--- src/rtl/boot_pkg.sv ---
// Shared types and constants for the instruction-memory boot loader.
package boot_pkg;

    // Loader states; CHK is only reachable when BOOT_CHECKSUM_EN is defined
    typedef enum logic [2:0] {
        HDR_LO,
        HDR_HI,
        DATA,
        CHK,
        DONE,
        ERROR
    } boot_state_t;

    localparam int HDR_BYTES  = 2;
    localparam int WORD_BYTES = 4;

endpackage

--- src/rtl/boot_byte_assembler.sv ---
// Collects four accepted bytes (LSB first) into one 32-bit instruction word.
// word/word_ready are combinational so the completed word is available on
// the same edge that accepts its last byte.
module boot_byte_assembler
    import boot_pkg::*;
(
    input  logic        clk,
    input  logic        reset,
    input  logic        accept,
    input  logic [7:0]  rx_byte,
    output logic        word_ready,
    output logic [31:0] word
);

    logic [1:0]  cnt;
    logic [23:0] partial;

    assign word_ready = accept && (cnt == 2'(WORD_BYTES - 1));
    assign word       = {rx_byte, partial};

    // Byte counter and shift register; hold while no byte is accepted
    always_ff @(posedge clk) begin
        if (reset) begin
            cnt     <= '0;
            partial <= '0;
        end else if (accept) begin
            cnt     <= cnt + 2'd1;
            partial <= {rx_byte, partial[23:8]};
        end
    end

endmodule

--- src/rtl/imem_boot_loader.sv ---
// Byte-stream boot loader: parses a 16-bit word count header, writes the
// following little-endian words into instruction memory and releases the
// core reset once the program is in place.
// Optional feature macro: BOOT_CHECKSUM_EN (trailing XOR checksum byte).
module imem_boot_loader
    import boot_pkg::*;
#(
    parameter int ADDR_W = 8
) (
    input  logic              clk,
    input  logic              reset,
    input  logic              rx_valid,
    input  logic [7:0]        rx_data,
    output logic              rx_ready,
    output logic              imem_we,
    output logic [ADDR_W-1:0] imem_addr,
    output logic [31:0]       imem_wdata,
    output logic              core_reset,
    output logic              boot_done,
    output logic              boot_error,
    output logic [ADDR_W:0]   words_loaded
);

    localparam logic [16:0] MAX_WORDS = 17'(1) << ADDR_W;

`ifdef BOOT_CHECKSUM_EN
    localparam boot_state_t AFTER_DATA = CHK;
`else
    localparam boot_state_t AFTER_DATA = DONE;
`endif

    boot_state_t state, state_n;
    logic [7:0]  n_lo;
    logic [16:0] n_words;
    logic [16:0] n_hdr;
    logic [16:0] words_next;
    logic        accept;
    logic        word_ready;
    logic [31:0] word;

    assign rx_ready   = !reset && (state inside {HDR_LO, HDR_HI, DATA, CHK});
    assign accept     = rx_valid && rx_ready;
    assign n_hdr      = {1'b0, rx_data, n_lo};
    assign words_next = 17'(words_loaded) + 17'd1;

    boot_byte_assembler u_asm (
        .clk        (clk),
        .reset      (reset),
        .accept     (accept && (state == DATA)),
        .rx_byte    (rx_data),
        .word_ready (word_ready),
        .word       (word)
    );

`ifdef BOOT_CHECKSUM_EN
    logic [7:0] csum;

    // Running XOR over header and data bytes
    always_ff @(posedge clk) begin
        if (reset) begin
            csum <= '0;
        end else if (accept && (state inside {HDR_LO, HDR_HI, DATA})) begin
            csum <= csum ^ rx_data;
        end
    end
`endif

    // State register
    always_ff @(posedge clk) begin
        if (reset) begin
            state <= HDR_LO;
        end else begin
            state <= state_n;
        end
    end

    // Next-state logic
    always_comb begin
        state_n = state;
        case (state)
            HDR_LO: if (accept) state_n = HDR_HI;
            HDR_HI: begin
                if (accept) begin
                    if (n_hdr > MAX_WORDS)  state_n = ERROR;
                    else if (n_hdr == '0)   state_n = AFTER_DATA;
                    else                    state_n = DATA;
                end
            end
            DATA: if (word_ready && (words_next == n_words)) state_n = AFTER_DATA;
`ifdef BOOT_CHECKSUM_EN
            CHK: if (accept) state_n = (rx_data == csum) ? DONE : ERROR;
`endif
            default: state_n = state;
        endcase
    end

    // Header capture: low byte, then the full word count
    always_ff @(posedge clk) begin
        if (reset) begin
            n_lo    <= '0;
            n_words <= '0;
        end else begin
            if (accept && (state == HDR_LO)) n_lo <= rx_data;
            if (accept && (state == HDR_HI)) n_words <= n_hdr;
        end
    end

    // Instruction memory write port; one pulse per completed word
    always_ff @(posedge clk) begin
        if (reset) begin
            imem_we      <= 1'b0;
            imem_addr    <= '0;
            imem_wdata   <= '0;
            words_loaded <= '0;
        end else begin
            imem_we <= word_ready;
            if (word_ready) begin
                imem_addr    <= words_loaded[ADDR_W-1:0];
                imem_wdata   <= word;
                words_loaded <= words_next[ADDR_W:0];
            end
        end
    end

    // Sticky status; core released one cycle after DONE so the last write lands first
    always_ff @(posedge clk) begin
        if (reset) begin
            core_reset <= 1'b1;
            boot_done  <= 1'b0;
            boot_error <= 1'b0;
        end else begin
            if (state == DONE) begin
                core_reset <= 1'b0;
                boot_done  <= 1'b1;
            end
            if (state_n == ERROR) boot_error <= 1'b1;
        end
    end

endmodule

--- config.mk ---
export PLATFORM = sky130hd
export DESIGN_NAME = imem_boot_loader
export DESIGN_NICKNAME = d
export VERILOG_FILES = /design/src/rtl/boot_pkg.sv /design/src/rtl/boot_byte_assembler.sv /design/src/rtl/imem_boot_loader.sv
export SDC_FILE = /design/constraint.sdc
export NUM_CORES = 1
export LEC_CHECK = 0
export ABC_CLOCK_PERIOD_IN_PS = 6000
export CAP_MARGIN = 25
export CORE_MARGIN = 2
export CORE_UTILIZATION = 57
export CTS_BUF_LIST = sky130_fd_sc_hd__clkbuf_16
export DETAILED_ROUTE_END_ITERATION = 16
export PLACE_DENSITY = 0.84
export SETUP_SLACK_MARGIN = 0.05
export SLEW_MARGIN = 0
export SYNTH_ARGS = -nofsm -noshare
export SYNTH_HDL_FRONTEND = slang
export SYNTH_SLANG_ARGS = --single-unit
--- constraint.sdc ---
create_clock -name clk -period 6 [get_ports clk]
set_input_delay 1.2 -clock clk [delete_from_list [all_inputs] [get_ports clk]]
set_output_delay 1.2 -clock clk [all_outputs]
set_load 0.05 [all_outputs]
==> metrics, run 1 <==
multi-input combinational cell area 1880 um2; hold_ws 0.453 ns; Fin Setup TNS 0 ns; H-tree depth 3; top cell type's share of synthesized area 0.511; Post-Syn Nets 534; Root Driver clkbuf_16; Clock Latency Late Sink 0.34 ns; Data required, critical path 4.80 ns; Fin. Hold Viols 0; Seq pwr share 0.547; fin cells 669; VDD IR max 152 uV; Post-synth EDFFs 0; Pre-Repair DR Iteration Count 5; Final min period 3.53 ns; Final HPWL DP 5870 um; drt total wl 8900 um; WP data arrival 2.33 ns; Gate power share 0.039; initial antenna violation count 0; most frequent cell after synthesis nand2_1; first-pass GRT wire length 14,500 um; most frequent cells after synthesis nand2_1 (155), dfxtp_1 (106), a21oi_1 (73); Max clock buf depth 2; Sw Pwr 293 uW; Internal 1.01 mW; Vias 3,582; Setup Skew 0.0107 ns; vias in the first global route 3,079; Post-Syn Area 4150 um2; HP Class flip-flop to flip-flop; fin crit share 0.589; Final ANT Viol Nets 0; DP Area 4800 um2; placed cell count 652; Setup Viol. Count Final 0; Sequential Area 2120 um2; antenna cell count 0; outcome complete, no violations; area growth from synthesis to layout 22.6%; Initial Util 0.582; GPL Wtd Cong 0.809; Slew @ Worst Pin 0.949 ns; clock power share 0.414; CP startpoint kind input pin; Hold Buf Count CTS 0; synthesized area per cell 7.97 um2; site row count 31; Starting DRT DRC Count 234; fmax 283 MHz; Setup Buffers After CTS 0; clk sinks 106; # resized after CTS 0; CTS tree built; sw frac 0.224; grt total ovfl 0; crit path max fanout 3; sequential element share of the synthesized area 0.511; # nets final 578; Num CTS Buffers 9; fillers 580; max-cap viol count 0; Final Cell Area 5090 um2; I/O Buffers 64; Cell variety after synth 40; Max-slew headroom 0.367; share of cells above drive strength 1 0.0421; Core Area 7140 um2; DIE WIDTH 89.4 um; Yosys top cell by area dfxtp_1; critical path endpoint category primary output; pin count of the biggest net entering global routing 106; # DRC 0; Pwr per Cell Area 257 nW/um2; io pins 65; Die H 89.4 um; kind of critical path input pin to primary output; RSZ-0062 raised after global routing false; asr flop ratio synth 0; Synth area leaders dfxtp_1 (51%), nand2_1 (14%), a21oi_1 (8.8%); clock slew at reported path FFs 0.07 ns; drt wl/cell 13.3 um; Cells after Synth 521; Synth Warn # 0; Top FF cell, synth dfxtp_1; via/cell ratio 5.35; die footprint 7980 um2; max-slew violation count 0; Synth Register Bits 106; gr usage total 0.232; Pleak 1.68 nW
-- kinds of logic (layout without fill, tap and decap cells) --
logic type      after synthesis  count (layout)  synth area share
simple gates                245             245             0.258
compound gates              106             106             0.135
flops                       106             106             0.511
buf+inv                      38              87            0.0365
xor+xnor                     16              16            0.0337
mux                           8               8            0.0193
fa+ha+maj                     2               2           0.00602
-- worst paths after layout --
check,slack (ns),depth (start not counted),endpoint,start
hold reg to reg,0.45,2,imem_wdata[2],imem_wdata[2]
hold / removal,0.45,2,imem_wdata[2],imem_wdata[2]
setup reg to reg,3.42,8,words_loaded[5],state[2]
setup / recovery,2.47,3,rx_ready,reset
-- cells in the final DEF (no fill, tap or decap), types with 2 or more instances in the layout --
master / instances
nand2_1: 155
nor3b_1: 2
nor3_1: 7
inv_1: 3
xnor2_1: 11
ha_1: 2
xor2_1: 5
clkbuf_16: 9
a21oi_1: 73
clkdlybuf4s50_1: 63
mux2i_1: 8
nand2b_1: 21
buf_4: 2
nor3_2: 2
a211oi_1: 2
nor4_1: 3
nor2_1: 33
nand3_1: 6
clkinv_4: 2
nand4_1: 3
or3_1: 2
or4_1: 2
o211ai_1: 2
dfxtp_1: 106
o21ai_0: 23
and2_1: 2
-- power groups by stage --
stage | clock network, mW | registers (mW) | logic (mW)
global route | 0.578 | 0.714 | 0.0551
finish | 0.541 | 0.714 | 0.0511
CTS | 0.549 | 0.714 | 0.0508
floorplan | 0 | 0.730 | 0.0329
global placement | 0 | 0.730 | 0.0497
detailed placement | 0 | 0.730 | 0.0504
-- sequential cells by signal, indices dropped and copies added (netlist names), 2 cells and up --
register / cells
state: 3
n_lo: 8
words_loaded: 9
imem_addr: 8
u_asm.partial: 24
n_words: 16
imem_wdata: 32
u_asm.cnt: 2
-- cell type report --
| class | instances | area share |
|---|---|---|
| sequential | 106 | 0.417 |
| multi-input combinational | 377 | 0.370 |
| timing repair buffer | 67 | 0.131 |
| clock buffer | 9 | 0.0442 |
| tap | 99 | 0.0243 |
| clock inverter | 7 | 0.0106 |
| inverter | 4 | 0.00295 |
-- through the flow --
step / power (mW) / setup slack, ns / utilization
finish: 1.31 / 2.47 / 0.713
global route: 1.35 / 2.45 / 0.713
CTS: 1.31 / 2.12 / 0.711
detailed placement: 0.780 / 1.69 / 0.672
global placement: 0.779 / 1.81 / 0.672
floorplan: 0.763 / 2.83 / -
-- worst max-delay path: stages --
cell and delay, ns:
buf_2 0.11, nor2_1 0.18, clkdlybuf4s50_1 0.84
-- routing by layer --
layer | vias to the layer above | GRT usage | part of all wire
met2 | 97 | 0.361 | 0.47
li1 | 1809 | - | -
met4 | 0 | 0.0936 | 0.021
met3 | 16 | 0.0342 | 0.043
met5 | - | 0 | 0
met1 | 1660 | 0.324 | 0.46
No activity file was read; power rests on OpenSTA's default activity.
==> inputs of run 2 (changes only) <==
--- a/config.mk
+++ b/config.mk
@@ -5,13 +5,13 @@
 export SDC_FILE = /design/constraint.sdc
 export NUM_CORES = 1
 export LEC_CHECK = 0
-export ABC_CLOCK_PERIOD_IN_PS = 6000
+export ABC_CLOCK_PERIOD_IN_PS = 3200
 export CAP_MARGIN = 25
 export CORE_MARGIN = 2
-export CORE_UTILIZATION = 57
+export CORE_UTILIZATION = 48
 export CTS_BUF_LIST = sky130_fd_sc_hd__clkbuf_16
 export DETAILED_ROUTE_END_ITERATION = 16
-export PLACE_DENSITY = 0.84
+export PLACE_DENSITY = 0.75
 export SETUP_SLACK_MARGIN = 0.05
 export SLEW_MARGIN = 0
 export SYNTH_ARGS = -nofsm -noshare
==> constraint.sdc (replaced) <==
create_clock -name clk -period 3.2 [get_ports clk]
set_input_delay 0.64 -clock clk [delete_from_list [all_inputs] [get_ports clk]]
set_output_delay 0.64 -clock clk [all_outputs]
set_load 0.05 [all_outputs]
==> run 2 against run 1 <==
  * Sequential share of layout area down 0.66 points
  * Non-clock buffer count rose by 4
  * Via count decreased by 0.98%
  * Sequential power up 88%
  * Routed wire length rose by 4.5%
  * Worst hold slack worse by 0.0013 ns
  * Design area increased by 1.6%
  * Core utilization shrank 9.0 points
  * Total power is 99% higher
  * Cell count grew 1.5%
  * Combinational power up 96%
  * Sequential cell count did not move
==> metrics, run 2 (same netlist as run 1, synthesis figures left out) <==
initial antenna violation count 0 (unchanged); placed cell count 663 (+1.7%); Data required, critical path 3.45 ns (-1.35 ns); Sequential Area 2120 um2 (unchanged); worst setup margin 0.483 ns (-1.98 ns); gr usage total 0.201 (-0.0305); Num CTS Buffers 9 (unchanged); share of cells above drive strength 1 0.0470 (+0.00493); area growth from synthesis to layout 24.5%; site row count 33 (+6.5%); Final Cell Area 5170 um2 (+1.6%); Max-slew headroom 0.364 (-0.00311); WP data arrival 2.96 ns (+0.63 ns); DP Area 4850 um2 (+1.2%); max FFs per register 32 (unchanged); grt total ovfl 0 (unchanged); Critical Path Stages 7 (+4); max-cap viol count 0 (unchanged); clk sinks 106 (unchanged); H-tree depth 3 (unchanged); crit path from rx_valid; Core Area 8300 um2 (+16%); commonest non-fill, non-tap cell in the layout nand2_1; Worst Path Buf+Inv 1 (-1); clock slew at reported path FFs 0.07 ns (about the same); VDD IR max 314 uV (+110%); Setup crit end boot_error; reg-to-reg critical path startpoint words_loaded[0]; # DRC 0 (unchanged); Root Driver clkbuf_16; Internal 2.05 mW (+100%); sw frac 0.210 (-0.0144); kind of critical path input pin to flip-flop; Fin. Hold Viols 0 (unchanged); Final min period 2.72 ns; fin cells 679 (+1.5%); Pwr per Cell Area 502 nW/um2 (+96%); CTS tree built; pin count of the biggest net entering global routing 103 (-2.8%); max-slew violation count 0 (unchanged); most frequent cells in the layout nand2_1 (155), dfxtp_1 (106), a21oi_1 (73); Slew @ Worst Pin 0.954 ns (+0.00466 ns); slowest cell on the critical path or4b_1; Setup Skew 0.00827 ns (-0.00246 ns); RSZ-0062 raised after global routing false; crit path max fanout 3 (unchanged); Seq pwr share 0.515 (-0.032); Most flops, register imem_wdata; Critical Path, Cell by Cell clkdlybuf4s50_1 > or3b_1 > and4bb_1 > nand4_1 > a2111oi_0 > or4b_1 > a211oi_1; Sw Pwr 546 uW (+86%); Die H 97.0 um (+8.6%); Clock Latency Late Sink 0.34 ns (about the same); clock power share 0.446 (+0.032); Initial Util 0.500 (-0.0815); fillers 741 (+28%); drt wl/cell 13.7 um (+3.0%); Final ANT Viol Nets 0 (unchanged); HP Class flip-flop to flip-flop; DIE WIDTH 97.0 um (+8.6%); vias in the first global route 3,315 (+7.7%); critical path endpoint category flip-flop; GPL Wtd Cong 0.837 (+3.5%); RR Endpoint boot_error; Pre-Repair DR Iteration Count 5 (unchanged); Vias 3,547 (-0.98%); Setup Slack @ Placement 0.123 ns (-1.57 ns); Max clock buf depth 2 (unchanged); drt total wl 9300 um (+4.5%); CP delay by family, top simple AND/OR/NAND/NOR gates; Setup Buffers After CTS 0 (unchanged); Largest regs imem_wdata x32, u_asm.partial x24, n_words x16; flop-to-flop setup slack 0.71 ns (-2.71 ns); Pleak 1.72 nW (+2.3%); antenna cell count 0 (unchanged); worst reg2reg path depth 7 (-1); io pins 65 (unchanged); fmax 368 MHz; Setup Viol. Count Final 0 (unchanged); CP startpoint kind input pin; first-pass GRT wire length 15,900 um (+9.5%); Hold Buf Count CTS 0 (unchanged); multi-input combinational cell area 1880 um2 (unchanged); die footprint 9410 um2 (+18%); # resized after CTS 0 (unchanged); Gate power share 0.039 (about the same); via/cell ratio 5.22 (-2.4%); I/O Buffers 64 (unchanged); Fin Setup TNS 0 ns (unchanged); Largest stage delay, worst path 0.52 ns (-0.32 ns); Starting DRT DRC Count 248 (+6.0%); outcome complete, no violations; # nets final 582 (+0.69%); fin crit share 0.849; Final HPWL DP 6200 um (+5.7%)
-- run 2: cell count changes in the layout (fill, tap and decap cells not counted), sizes merged --
cell    before  now
buf          4    8
bufinv       0    2
clkinv       4    2
-- run 2: metrics by stage --
step | hold WS, ns | power, mW | util
global route | 0.476 | 2.68 | 0.623
floorplan | 0.432 | 1.43 | -
finish | 0.452 | 2.60 | 0.623
global placement | 0.441 | 1.47 | 0.585
detailed placement | 0.445 | 1.47 | 0.585
CTS | 0.456 | 2.62 | 0.623
-- run 2: how the worst min path moves through the flow --
stage / to / start / cells after the start
after floorplan: imem_wdata[0] / u_asm.partial[0] / 2
after global placement: imem_wdata[7] / u_asm.partial[7] / 2
after detailed placement: imem_wdata[7] / u_asm.partial[7] / 2
after CTS: imem_wdata[6] / u_asm.partial[6] / 2
after global routing: u_asm.partial[5] / u_asm.partial[5] / 2
final: imem_wdata[2] / u_asm.partial[2] / 2
-- run 2: per-layer routing --
metal | vias up | routed length, um | GRT usage
met5 | - | 0 | 0
met3 | 8 | 497 | 0.0361
met2 | 79 | 4330 | 0.323
met1 | 1637 | 4370 | 0.273
met4 | 0 | 97 | 0.0693
li1 | 1823 | - | -
-- run 2: power by group through the flow --
| stage | clock network, mW | logic [mW] | registers [mW] |
|---|---|---|---|
| floorplan | 0 | 0.0617 | 1.37 |
| global placement | 0 | 0.0983 | 1.37 |
| detailed placement | 0 | 0.0993 | 1.37 |
| CTS | 1.18 | 0.100 | 1.34 |
| global route | 1.23 | 0.108 | 1.34 |
| finish | 1.16 | 0.100 | 1.34 |
-- run 2: tightest hold or removal path: cells and delay by family (launching register included) --
| kind | cells | cell delay, ns |
|---|---|---|
| AOI/OAI and AO/OA | 1 | 0.05 |
| DFF | 1 | 0.31 |
| and+or+nand+nor | 1 | 0.05 |
-- run 2: layout make-up --
type / instances / share of cell area
Timing Repair Buffer: 71 / 0.135
Clock buffer: 9 / 0.0436
Inverter: 4 / 0.00290
Tap cell: 105 / 0.0254
Sequential cell: 106 / 0.410
Multi-Input combinational cell: 377 / 0.364
Clock inverter: 7 / 0.0179
==> inputs of run 3 (changes only) <==
--- a/config.mk
+++ b/config.mk
@@ -5,13 +5,13 @@
 export SDC_FILE = /design/constraint.sdc
 export NUM_CORES = 1
 export LEC_CHECK = 0
-export ABC_CLOCK_PERIOD_IN_PS = 3200
+export ABC_CLOCK_PERIOD_IN_PS = 2500
 export CAP_MARGIN = 25
 export CORE_MARGIN = 2
-export CORE_UTILIZATION = 48
+export CORE_UTILIZATION = 53
 export CTS_BUF_LIST = sky130_fd_sc_hd__clkbuf_16
 export DETAILED_ROUTE_END_ITERATION = 16
-export PLACE_DENSITY = 0.75
+export PLACE_DENSITY = 0.79
 export SETUP_SLACK_MARGIN = 0.05
 export SLEW_MARGIN = 0
 export SYNTH_ARGS = -nofsm -noshare
==> constraint.sdc (replaced) <==
create_clock -name clk -period 2.5 [get_ports clk]
set_input_delay 0.5 -clock clk [delete_from_list [all_inputs] [get_ports clk]]
set_output_delay 0.5 -clock clk [all_outputs]
set_load 0.05 [all_outputs]
==> run 3 against run 2 <==
  * Clock skew about the same
  * Clock power increased by 13%
  * Global-route usage increased by 1.6 points
  * Clock-buffer cell count unchanged
  * Core utilization increased by 6.2 points
  * Total power increased by 22%
  * Non-clock buffer count increased by 10
  * Combinational power increased by 36%
  * Critical path type unchanged
==> metrics, run 3 (same netlist as run 1, synthesis figures left out) <==
clk sinks 106 (unchanged); Data required, critical path 2.73 ns (-0.72 ns); Initial Util 0.543 (+0.0427); Vias 3,562 (+0.42%); flop-to-flop setup slack 0.23 ns (-0.48 ns); RSZ-0062 raised after global routing false; Hold Buf Count CTS 0 (unchanged); met3 Resource Use GR 0.0358 (-0.000326); pin count of the biggest net entering global routing 106 (+2.9%); gr usage total 0.217 (+0.0162); drt total wl 9010 um (-3.1%); Num CTS Buffers 9 (unchanged); crit path max fanout 3 (unchanged); fmax 439 MHz; Final HPWL DP 6020 um (-2.9%); Largest stage delay, worst path 0.53 ns (about the same); Setup Skew 0.00842 ns (+0.000147 ns); Pleak 1.76 nW (+2.2%); commonest non-fill, non-tap cell in the layout nand2_1; grt total ovfl 0 (unchanged); CP startpoint kind input pin; max-cap viol count 0 (unchanged); critical path endpoint category flip-flop; fillers 636 (-14%); GPL Wtd Cong 0.846 (+1.1%); Finished Core Util 0.685 (+0.0621); Largest regs imem_wdata x32, u_asm.partial x24, n_words x16; outcome complete, no violations; fin cells 686 (+1.0%); via/cell ratio 5.19 (-0.60%); HP Start u_asm.partial[4]; Max-slew headroom 0.358 (-0.00558); Final ANT Viol Nets 0 (unchanged); kind of critical path input pin to flip-flop; Most flops, register imem_wdata; most frequent cells in the layout nand2_1 (155), dfxtp_1 (101), a21oi_1 (73); Slew @ Worst Pin 0.962 ns (+0.00837 ns); io pins 65 (unchanged); clock slew at reported path FFs 0.07 ns (about the same); site row count 32 (-3.0%); Die H 92.5 um (-4.6%); Most Crowded Layer GR met2; RR Endpoint state[1]; DIE WIDTH 92.5 um (-4.6%); worst reg2reg path depth 6 (-1); die footprint 8560 um2 (-9.1%); met2 GRT Util 0.332 (+0.00886); crit path from rx_valid; initial antenna violation count 0 (unchanged); # DRC 0 (unchanged); Pwr per Cell Area 603 nW/um2 (+20%); Clock Latency Late Sink 0.34 ns (about the same); first-pass GRT wire length 15,100 um (-4.9%); placed cell count 669 (+0.90%); Setup Viol. Count Final 0 (unchanged); HP Class flip-flop to flip-flop; # nets final 592 (+1.7%); fin crit share 0.911; Hold Crit Depth 2 (unchanged); vias in the first global route 3,234 (-2.4%); Core Area 7650 um2 (-7.9%); antenna cell count 0 (unchanged); Pre-Repair DR Iteration Count 4 (-1); Fin. Hold Viols 0 (unchanged); max FFs per register 32 (unchanged); I/O Buffers 64 (unchanged); slowest cell on the critical path or4b_4; Hold Path Sink imem_wdata[4]; H-tree depth 3 (unchanged); share of cells above drive strength 1 0.0788 (+0.0317); VDD IR max 324 uV (+3.1%); area growth from synthesis to layout 26.2%; overall power 3.16 mW (+22%); CTS tree built; Final min period 2.28 ns; Starting DRT DRC Count 216 (-13%); drt wl/cell 13.1 um (-4.1%); M1 GR Usage 0.314 (+0.0406); max-slew violation count 0 (unchanged); WP data arrival 2.51 ns (-0.45 ns); Root Driver clkbuf_16; reg-to-reg critical path startpoint state[2]; Critical Path, Cell by Cell dlygate4sd2_1 > or3b_1 > and4bb_1 > nand4_1 > a2111oi_0 > or4b_4 > and3b_1; Max clock buf depth 2 (unchanged)
-- run 3: per-stage QoR --
| stage | setup WS [ns] | cell area [um2] | hold WS, ns | TNS [ns] |
|---|---|---|---|---|
| after global routing | 0.0721 | 5240 | 0.470 | 0 |
| after detailed placement | -0.278 | 4950 | 0.448 | -0.761 |
| after floorplan | 0.129 | 4160 | 0.432 | 0 |
| final | 0.223 | 5240 | 0.454 | 0 |
| after global placement | -0.263 | 4950 | 0.441 | -0.706 |
| after CTS | 0.241 | 5240 | 0.458 | 0 |
-- run 3: where the power goes --
group	switching, mW	internal [mW]
combinational	0.0790	0.0569
clock	0.629	0.683
sequential	0.0124	1.70
-- run 3: per-layer routing --
| metal | part of all wire | routed length (um) |
|---|---|---|
| met1 | 0.49 | 4380 |
| met2 | 0.45 | 4100 |
| met3 | 0.045 | 401 |
| met4 | 0.014 | 128 |
| met5 | 0 | 0 |
-- run 3: cell type report --
class,instances,area (um2),area share
timing repair buffer,81,797,0.152
sequential,106,2130,0.406
tap,102,128,0.0244
clock inverter,7,53.8,0.0103
multi-input combinational,377,1890,0.361
inverter,4,15.0,0.00287
clock buffer,9,225,0.0430
-- run 3: worst max-delay path, delay by kind of cell --
family / cells / cell delay [ns]
AND/OR/NAND/NOR: 5 / 1.47
AO/OA/AOI/OAI: 1 / 0.31
buffers and inverters: 1 / 0.23
-- run 3: worst max path at each step --
stage                      end  depth (start not counted)
detailed placement  boot_error                          7
CTS                   state[1]                          7
global placement    boot_error                          7
global route          state[1]                          7
floorplan             state[1]                          7
finish                state[1]                          7
-- run 3: what timing repair did --
action                                  in CTS  in global routing
endpoints found under the setup margin       1                  0
resized for setup                            2                  0
setup buffers                                1                  0
